## config.mk

```make
export PLATFORM = sky130hd
export DESIGN_NAME = arm_issue_ctrl
export DESIGN_NICKNAME = d
export VERILOG_FILES = /design/src/rtl/arm_issue_ctrl.sv
export SDC_FILE = /design/constraint.sdc
export NUM_CORES = 1
export LEC_CHECK = 0
export CORE_MARGIN = 8
export CORE_UTILIZATION = 23
export CTS_CLUSTER_SIZE = 8
export DETAILED_ROUTE_END_ITERATION = 7
export DONT_BUFFER_PORTS = 1
export SLEW_MARGIN = 10
export SYNTH_ARGS = -nofsm -noshare
export SYNTH_HDL_FRONTEND = slang
export SYNTH_SLANG_ARGS = --single-unit
```

## constraint.sdc

```tcl
create_clock -name clk -period 6.48 [get_ports clk]
set_clock_uncertainty 0.2 [all_clocks]
set_input_delay 0.648 -clock clk [delete_from_list [all_inputs] [get_ports clk]]
set_output_delay 0.648 -clock clk [all_outputs]
set_load 0.03 [all_outputs]
```

## src/rtl/arm_issue_ctrl.sv

```systemverilog
`default_nettype none
//------------------------------------------------------------------------------
// Module      : arm_issue_ctrl
// Description : ID-stage issuer for the EX-stage ALU. Decodes an ARM-subset
//               instruction into exe_cmd plus side-effect controls, evaluates
//               the condition field against forwarded NZCV flags, owns the
//               NZCV status register and registers everything into ID/EX.
// Ports       : clk, rst          - clock, synchronous active-high reset
//               id_valid, instr   - instruction presented in ID
//               alu_status        - {N,Z,C,V} from the ALU for the EX instr
//               stall, flush      - ID/EX hold / bubble insert
//               alu_carry         - status register C bit to the ALU
//               status_reg        - current {N,Z,C,V}
//               ex_*              - registered ID/EX controls and fields
// Revision    : 1.0 - initial release
//------------------------------------------------------------------------------
module arm_issue_ctrl #(
  parameter logic [3:0] SR_RESET = 4'b0000
) (
  input  logic        clk,
  input  logic        rst,
  input  logic        id_valid,
  input  logic [31:0] instr,
  input  logic [3:0]  alu_status,
  input  logic        stall,
  input  logic        flush,
  output logic        alu_carry,
  output logic [3:0]  status_reg,
  output logic        ex_valid,
  output logic [3:0]  ex_cmd,
  output logic        ex_wb_en,
  output logic        ex_mem_r,
  output logic        ex_mem_w,
  output logic        ex_b,
  output logic        ex_s,
  output logic        ex_imm,
  output logic [3:0]  ex_rn,
  output logic [3:0]  ex_rd,
  output logic [11:0] ex_shift_op,
  output logic [23:0] ex_imm24
);

  // Instruction fields
  logic [3:0] w_cond;
  logic [1:0] w_mode;
  logic [3:0] w_opcode;
  logic       w_s_bit;

  assign w_cond   = instr[31:28];
  assign w_mode   = instr[27:26];
  assign w_opcode = instr[24:21];
  assign w_s_bit  = instr[20];

  // Raw decode, before condition/validity qualification
  logic [3:0] w_cmd;
  logic       w_wb_en, w_mem_r, w_mem_w, w_b, w_s, w_legal;

  always_comb begin
    w_cmd   = 4'b0000;
    w_wb_en = 1'b0;
    w_mem_r = 1'b0;
    w_mem_w = 1'b0;
    w_b     = 1'b0;
    w_s     = 1'b0;
    w_legal = 1'b0;
    case (w_mode)
      2'b00: begin
        w_legal = 1'b1;
        w_wb_en = 1'b1;
        w_s     = w_s_bit;
        case (w_opcode)
          4'b1101: w_cmd = 4'b0001;  // MOV
          4'b1111: w_cmd = 4'b1001;  // MVN
          4'b0100: w_cmd = 4'b0010;  // ADD
          4'b0101: w_cmd = 4'b0011;  // ADC
          4'b0010: w_cmd = 4'b0100;  // SUB
          4'b0110: w_cmd = 4'b0101;  // SBC
          4'b0000: w_cmd = 4'b0110;  // AND
          4'b1100: w_cmd = 4'b0111;  // ORR
          4'b0001: w_cmd = 4'b1000;  // EOR
          4'b1010: begin             // CMP: flags only
            w_cmd   = 4'b0100;
            w_wb_en = 1'b0;
            w_s     = 1'b1;
          end
          4'b1000: begin             // TST: flags only
            w_cmd   = 4'b0110;
            w_wb_en = 1'b0;
            w_s     = 1'b1;
          end
          default: begin
            w_legal = 1'b0;
            w_wb_en = 1'b0;
            w_s     = 1'b0;
          end
        endcase
      end
      2'b01: begin
        w_legal = 1'b1;
        w_cmd   = 4'b0010;           // address = base + offset
        w_mem_r = w_s_bit;           // L bit selects load vs store
        w_wb_en = w_s_bit;
        w_mem_w = ~w_s_bit;
      end
      2'b10: begin
        w_legal = 1'b1;
        w_b     = 1'b1;
      end
      default: w_legal = 1'b0;
    endcase
  end

  // Flags seen by the condition check: a flag-setting instruction still in EX
  // has not yet written the status register, so its ALU result is forwarded.
  logic [3:0] w_flags;
  logic       w_n, w_z, w_c, w_v;
  logic       w_cond_pass;
  logic       w_effective;

  assign w_flags = (ex_valid & ex_s) ? alu_status : status_reg;
  assign {w_n, w_z, w_c, w_v} = w_flags;

  always_comb begin
    w_cond_pass = 1'b0;
    case (w_cond)
      4'b0000: w_cond_pass = w_z;
      4'b0001: w_cond_pass = ~w_z;
      4'b0010: w_cond_pass = w_c;
      4'b0011: w_cond_pass = ~w_c;
      4'b0100: w_cond_pass = w_n;
      4'b0101: w_cond_pass = ~w_n;
      4'b0110: w_cond_pass = w_v;
      4'b0111: w_cond_pass = ~w_v;
      4'b1000: w_cond_pass = w_c & ~w_z;
      4'b1001: w_cond_pass = ~w_c | w_z;
      4'b1010: w_cond_pass = (w_n == w_v);
      4'b1011: w_cond_pass = (w_n != w_v);
      4'b1100: w_cond_pass = ~w_z & (w_n == w_v);
      4'b1101: w_cond_pass = w_z | (w_n != w_v);
      4'b1110: w_cond_pass = 1'b1;
      default: w_cond_pass = 1'b0;
    endcase
  end

  assign w_effective = id_valid & w_cond_pass & w_legal;

  // Status register and ID/EX pipeline register
  logic [3:0]  r_sr;
  logic        r_valid, r_wb_en, r_mem_r, r_mem_w, r_b, r_s, r_imm;
  logic [3:0]  r_cmd, r_rn, r_rd;
  logic [11:0] r_shift_op;
  logic [23:0] r_imm24;

  always_ff @(posedge clk) begin
    if (rst) begin
      r_sr       <= SR_RESET;
      r_valid    <= 1'b0;
      r_cmd      <= 4'b0000;
      r_wb_en    <= 1'b0;
      r_mem_r    <= 1'b0;
      r_mem_w    <= 1'b0;
      r_b        <= 1'b0;
      r_s        <= 1'b0;
      r_imm      <= 1'b0;
      r_rn       <= 4'b0000;
      r_rd       <= 4'b0000;
      r_shift_op <= 12'h000;
      r_imm24    <= 24'h000000;
    end else begin
      // The EX instruction is older than any branch causing a flush, so its
      // flag write is kept even when flush is asserted.
      if (r_valid & r_s & ~stall)
        r_sr <= alu_status;

      if (flush) begin
        r_valid    <= 1'b0;
        r_cmd      <= 4'b0000;
        r_wb_en    <= 1'b0;
        r_mem_r    <= 1'b0;
        r_mem_w    <= 1'b0;
        r_b        <= 1'b0;
        r_s        <= 1'b0;
        r_imm      <= 1'b0;
        r_rn       <= 4'b0000;
        r_rd       <= 4'b0000;
        r_shift_op <= 12'h000;
        r_imm24    <= 24'h000000;
      end else if (!stall) begin
        r_valid    <= w_effective;
        r_cmd      <= w_effective ? w_cmd   : 4'b0000;
        r_wb_en    <= w_effective & w_wb_en;
        r_mem_r    <= w_effective & w_mem_r;
        r_mem_w    <= w_effective & w_mem_w;
        r_b        <= w_effective & w_b;
        r_s        <= w_effective & w_s;
        // Fields load unconditionally; consumers qualify with ex_valid.
        r_imm      <= instr[25];
        r_rn       <= instr[19:16];
        r_rd       <= instr[15:12];
        r_shift_op <= instr[11:0];
        r_imm24    <= instr[23:0];
      end
    end
  end

  assign status_reg  = r_sr;
  assign alu_carry   = r_sr[1];
  assign ex_valid    = r_valid;
  assign ex_cmd      = r_cmd;
  assign ex_wb_en    = r_wb_en;
  assign ex_mem_r    = r_mem_r;
  assign ex_mem_w    = r_mem_w;
  assign ex_b        = r_b;
  assign ex_s        = r_s;
  assign ex_imm      = r_imm;
  assign ex_rn       = r_rn;
  assign ex_rd       = r_rd;
  assign ex_shift_op = r_shift_op;
  assign ex_imm24    = r_imm24;

endmodule
`default_nettype wire

```

==> results.txt <==
----------------------------------------------------
[Critical path]
  Worst Setup End Kind ... register
  Critical path type ... reg2reg
  Startpoint of the lowest-slack register-to-register path ... ex_s$_SDFFE_PP0N_
  CP startpoint ... ex_s$_SDFFE_PP0N_
  Startpoint kind of the worst setup timing path ... register
  Register-to-Register Path Depth ... 6
  Required time of the critical path ... approximately 6500 ps
  Biggest fanout along the worst timing path ... 12
  WP data arrival ... roughly 2800 ps

[Die]
  Initial Utilization ... 23.5%
  Die X-Extent ... 110 um
  Area enclosed by the die boundary ... 12100 sq um
  Standard cell core area ... about 8600 sq um
  Number of placed I/O pins ... 101
  Floorplan die height ... 110 um
  Standard-cell row count ... 34

[Power and ir drop]
  Sequential cell fraction of total power ... 52.8%
  Leakage power summed over all cells ... 0.831 nW
  Net Sw Power ... 0.132 mW
  Clk pwr share ... between 40% and 50%
  Internal power ... 0.377 mW
  Power per standard cell area ... between 200 and 250 nW/um^2
  Switching power share of the total ... between 20% and 30%
  Peak supply drop ... 71.8 uV
  Combinational cell fraction of total power ... 6.9%

[Clock tree]
  Maximum root-to-sink buffer count ... 2
  TritonCTS Sinks ... 39
  TritonCTS clock tree ... yes
  Clock transition at path regs ... around 80 ps
  Root buffer cell ... clkbuf_8
  Post-CTS repair timing setup buffer count ... 0
  Clock buffers created by TritonCTS ... 5
  Insertion delay of the later-clocked pin in the worst-skew pair ... 290 ps
  Number of buffers added to fix hold violations after cts ... 0
  Number of gates resized after cts ... 0
  H-tree depth reported by CTS ... 2

[Finish]
  Finished Core Util ... 23.9%
  Nets ... 238
  Final design area excluding fillers ... about 2100 sq um
  Layout overhead on the synthesized area ... 1.73%
  Filler cell count ... 926
  Area used by sequential logic in the layout ... roughly 780 sq um
  Antenna Diode Count ... 0
  Number of flip-flops under the largest register name ... 11
  Share of layout cells above drive strength 1 ... under 10%
  Most common cell after layout, fill and taps aside ... dfxtp_1
  Footprint of the multi-input gates ... 1010 sq um
  Commonest cells after routing, fill and taps aside ... 39 x dfxtp_1, 31 x nor2_1, 28 x mux2i_1

[Place]
  Post-placement cell area ... a little under 2000 sq um
  DPL Wire Length ... roughly 4.0 mm
  Routability-driven placement congestion ratio ... just under 0.8
  PortBufs ... 0

[Hold path]
  Min-Delay Startpoint ... rst
  Hold crit path type ... in2reg
  Worst hold path depth ... 1

[Logic synthesis]
  Synth cell types ... 42
  FF+latch count, synth ... 39
  Share of the synthesized area in the top cell type ... 38.4%
  Synthesized net count ... between 200 and 300
  Number of synthesized flops with an enable pin ... 0
  Share of synthesized flip-flops with an asynchronous set or reset ... 0%
  Main synth FF type ... dfxtp_1
  Mean post-synth cell area ... 9.27 sq um
  Post-synthesis sequential area ratio ... 38.4%
  Count of mapped cells out of synthesis ... 219
  Synthesized cell area ... a little over 2000 sq um
  Number of warning messages in the yosys log ... 0
  Cell taking the most area after synthesis ... dfxtp_1
  Top cells by area, synth ... dfxtp_1 38%, mux2i_1 14%, buf_4 7.8%

[Route]
  Number of vias in the routed layout ... 1446
  Vias per Instance ... 4.79
  Number of DRC violations after detailed-routing iteration 0 ... 59
  Drt total wl ... 5.32 mm
  Count of antenna-violating nets left after detailed routing ... 0
  WL per Instance ... 17.6 um
  Iteration count of the initial detailed-routing pass ... 4
  Residual DRC count ... 0

[Timing]
  Slew at the pin closest to its max-slew limit ... around 710 ps
  Sum of negative setup slack ... 0 ps
  Total of endpoints with negative setup slack in the final report ... 0
  Shortest clock period the worst path allows after layout ... roughly 2700 ps
  Highest Clock Rate ... about 370 MHz
  Final Hold Viols ... 0
  WHS ... 219 ps
  Max-slew violations ... 0
  Period Utilization, post-route ... between 40% and 50%
  Unrepaired setup endpoints after global routing ... no
  Tightest slew margin relative to the limit ... 52.8%

[Global routing]
  Antenna violations before repair ... 0
  Via count of the first global-routing pass ... ~1400
  Total gr overflow ... 0
  Met3 usage ... 4.69%
  Met2 capacity usage during global routing ... 13.9%
  Total GRT Usage ... slightly below 9%
  Met1 layer usage reported by global route ... 9.64%
  Pin count of the biggest net entering global routing ... 33
  Most heavily used metal layer in global routing ... met2
  Global-route wire length before repair ... around 8 mm

[Run status]
  Status ... finished clean

[Run]
  Max Cap Violations ... 0

----------------------------------------------------
## logic make-up after synthesis
group | after synthesis | synth area share, %
multiplexers | 31 | 17.1
buffers and inverters | 39 | 11.6
AND/OR/NAND/NOR | 65 | 15.8
XOR/XNOR | 6 | 2.59
AO/OA/AOI/OAI | 35 | 12.0
flip-flops | 39 | 38.4
adder cells (fa/ha/maj) | 4 | 2.46
## power groups by stage
stage	clock, mW	combinational (mW)	sequential [mW]
2_1_floorplan	0	0.0512	0.264
3_3_place_gp	0	0.0341	0.275
5_1_grt	0.225	0.0390	0.270
4_1_cts	0.215	0.0355	0.269
6_report	0.205	0.0353	0.269
3_5_place_dp	0	0.0355	0.275
## area by class of cell
class	count	share of cell area, %
multi-input cells	141	49.1
well taps	108	6.54
clock buffers	5	3.33
clock inverters	3	2.12
inverters	6	1.09
flip-flops and latches	39	37.8
## metal layers
| metal | vias up | routed length (um) | part of all wire (%) |
|---|---|---|---|
| met4 | 0 | 66 | 1.2 |
| met5 | - | 0 | 0 |
| li1 | 698 | - | - |
| met3 | 8 | 646 | 12 |
| met1 | 671 | 2100 | 39 |
| met2 | 69 | 2510 | 47 |
## worst paths after layout
kind | slack, ps | to
worst max register to register | 3750 | ex_b$_SDFFE_PP0N_
worst min-delay path | 220 | status_reg[3]$_SDFFE_PP0P_
worst max-delay path | 3750 | ex_b$_SDFFE_PP0N_
worst min register to register | 480 | ex_imm24[21]$_SDFFE_PP0N_
## worst max-delay path, stage by stage (launching register included)
cell	delay, ps
dfxtp_1	580
nand2_2	270
mux4_2	490
or4b_1	510
nand4_1	80
a211o_1	320
a32o_1	220
## cell usage after synthesis (2+ instances only)
| cell type | number |
|---|---|
| nor3_1 | 4 |
| xor2_1 | 4 |
| xnor2_1 | 2 |
| inv_1 | 6 |
| or2_2 | 2 |
| ha_1 | 4 |
| dfxtp_1 | 39 |
| nand2_1 | 8 |
| nor4_1 | 2 |
| buf_2 | 2 |
| mux2i_1 | 28 |
| o21ai_0 | 9 |
| a22o_1 | 9 |
| clkbuf_1 | 6 |
| nor2_1 | 31 |
| buf_4 | 21 |
| buf_1 | 3 |
| nor4b_1 | 2 |
| a21oi_1 | 5 |
| a211o_1 | 2 |
| nand4_1 | 2 |
| nand3b_1 | 2 |
| nand2b_1 | 3 |
| mux4_2 | 3 |
| a31oi_1 | 2 |
| and3_1 | 2 |
## metrics by stage
stage | cells | power [mW] | setup slack [ps]
final | 302 | 0.509 | 3750
after global routing | 302 | 0.534 | 3590
after CTS | 302 | 0.520 | 3740
after detailed placement | 294 | 0.310 | 3690
after global placement | 294 | 0.309 | 3710
after floorplan | 219 | 0.316 | 4090
Note: power is estimated with default switching activity, not from simulation.
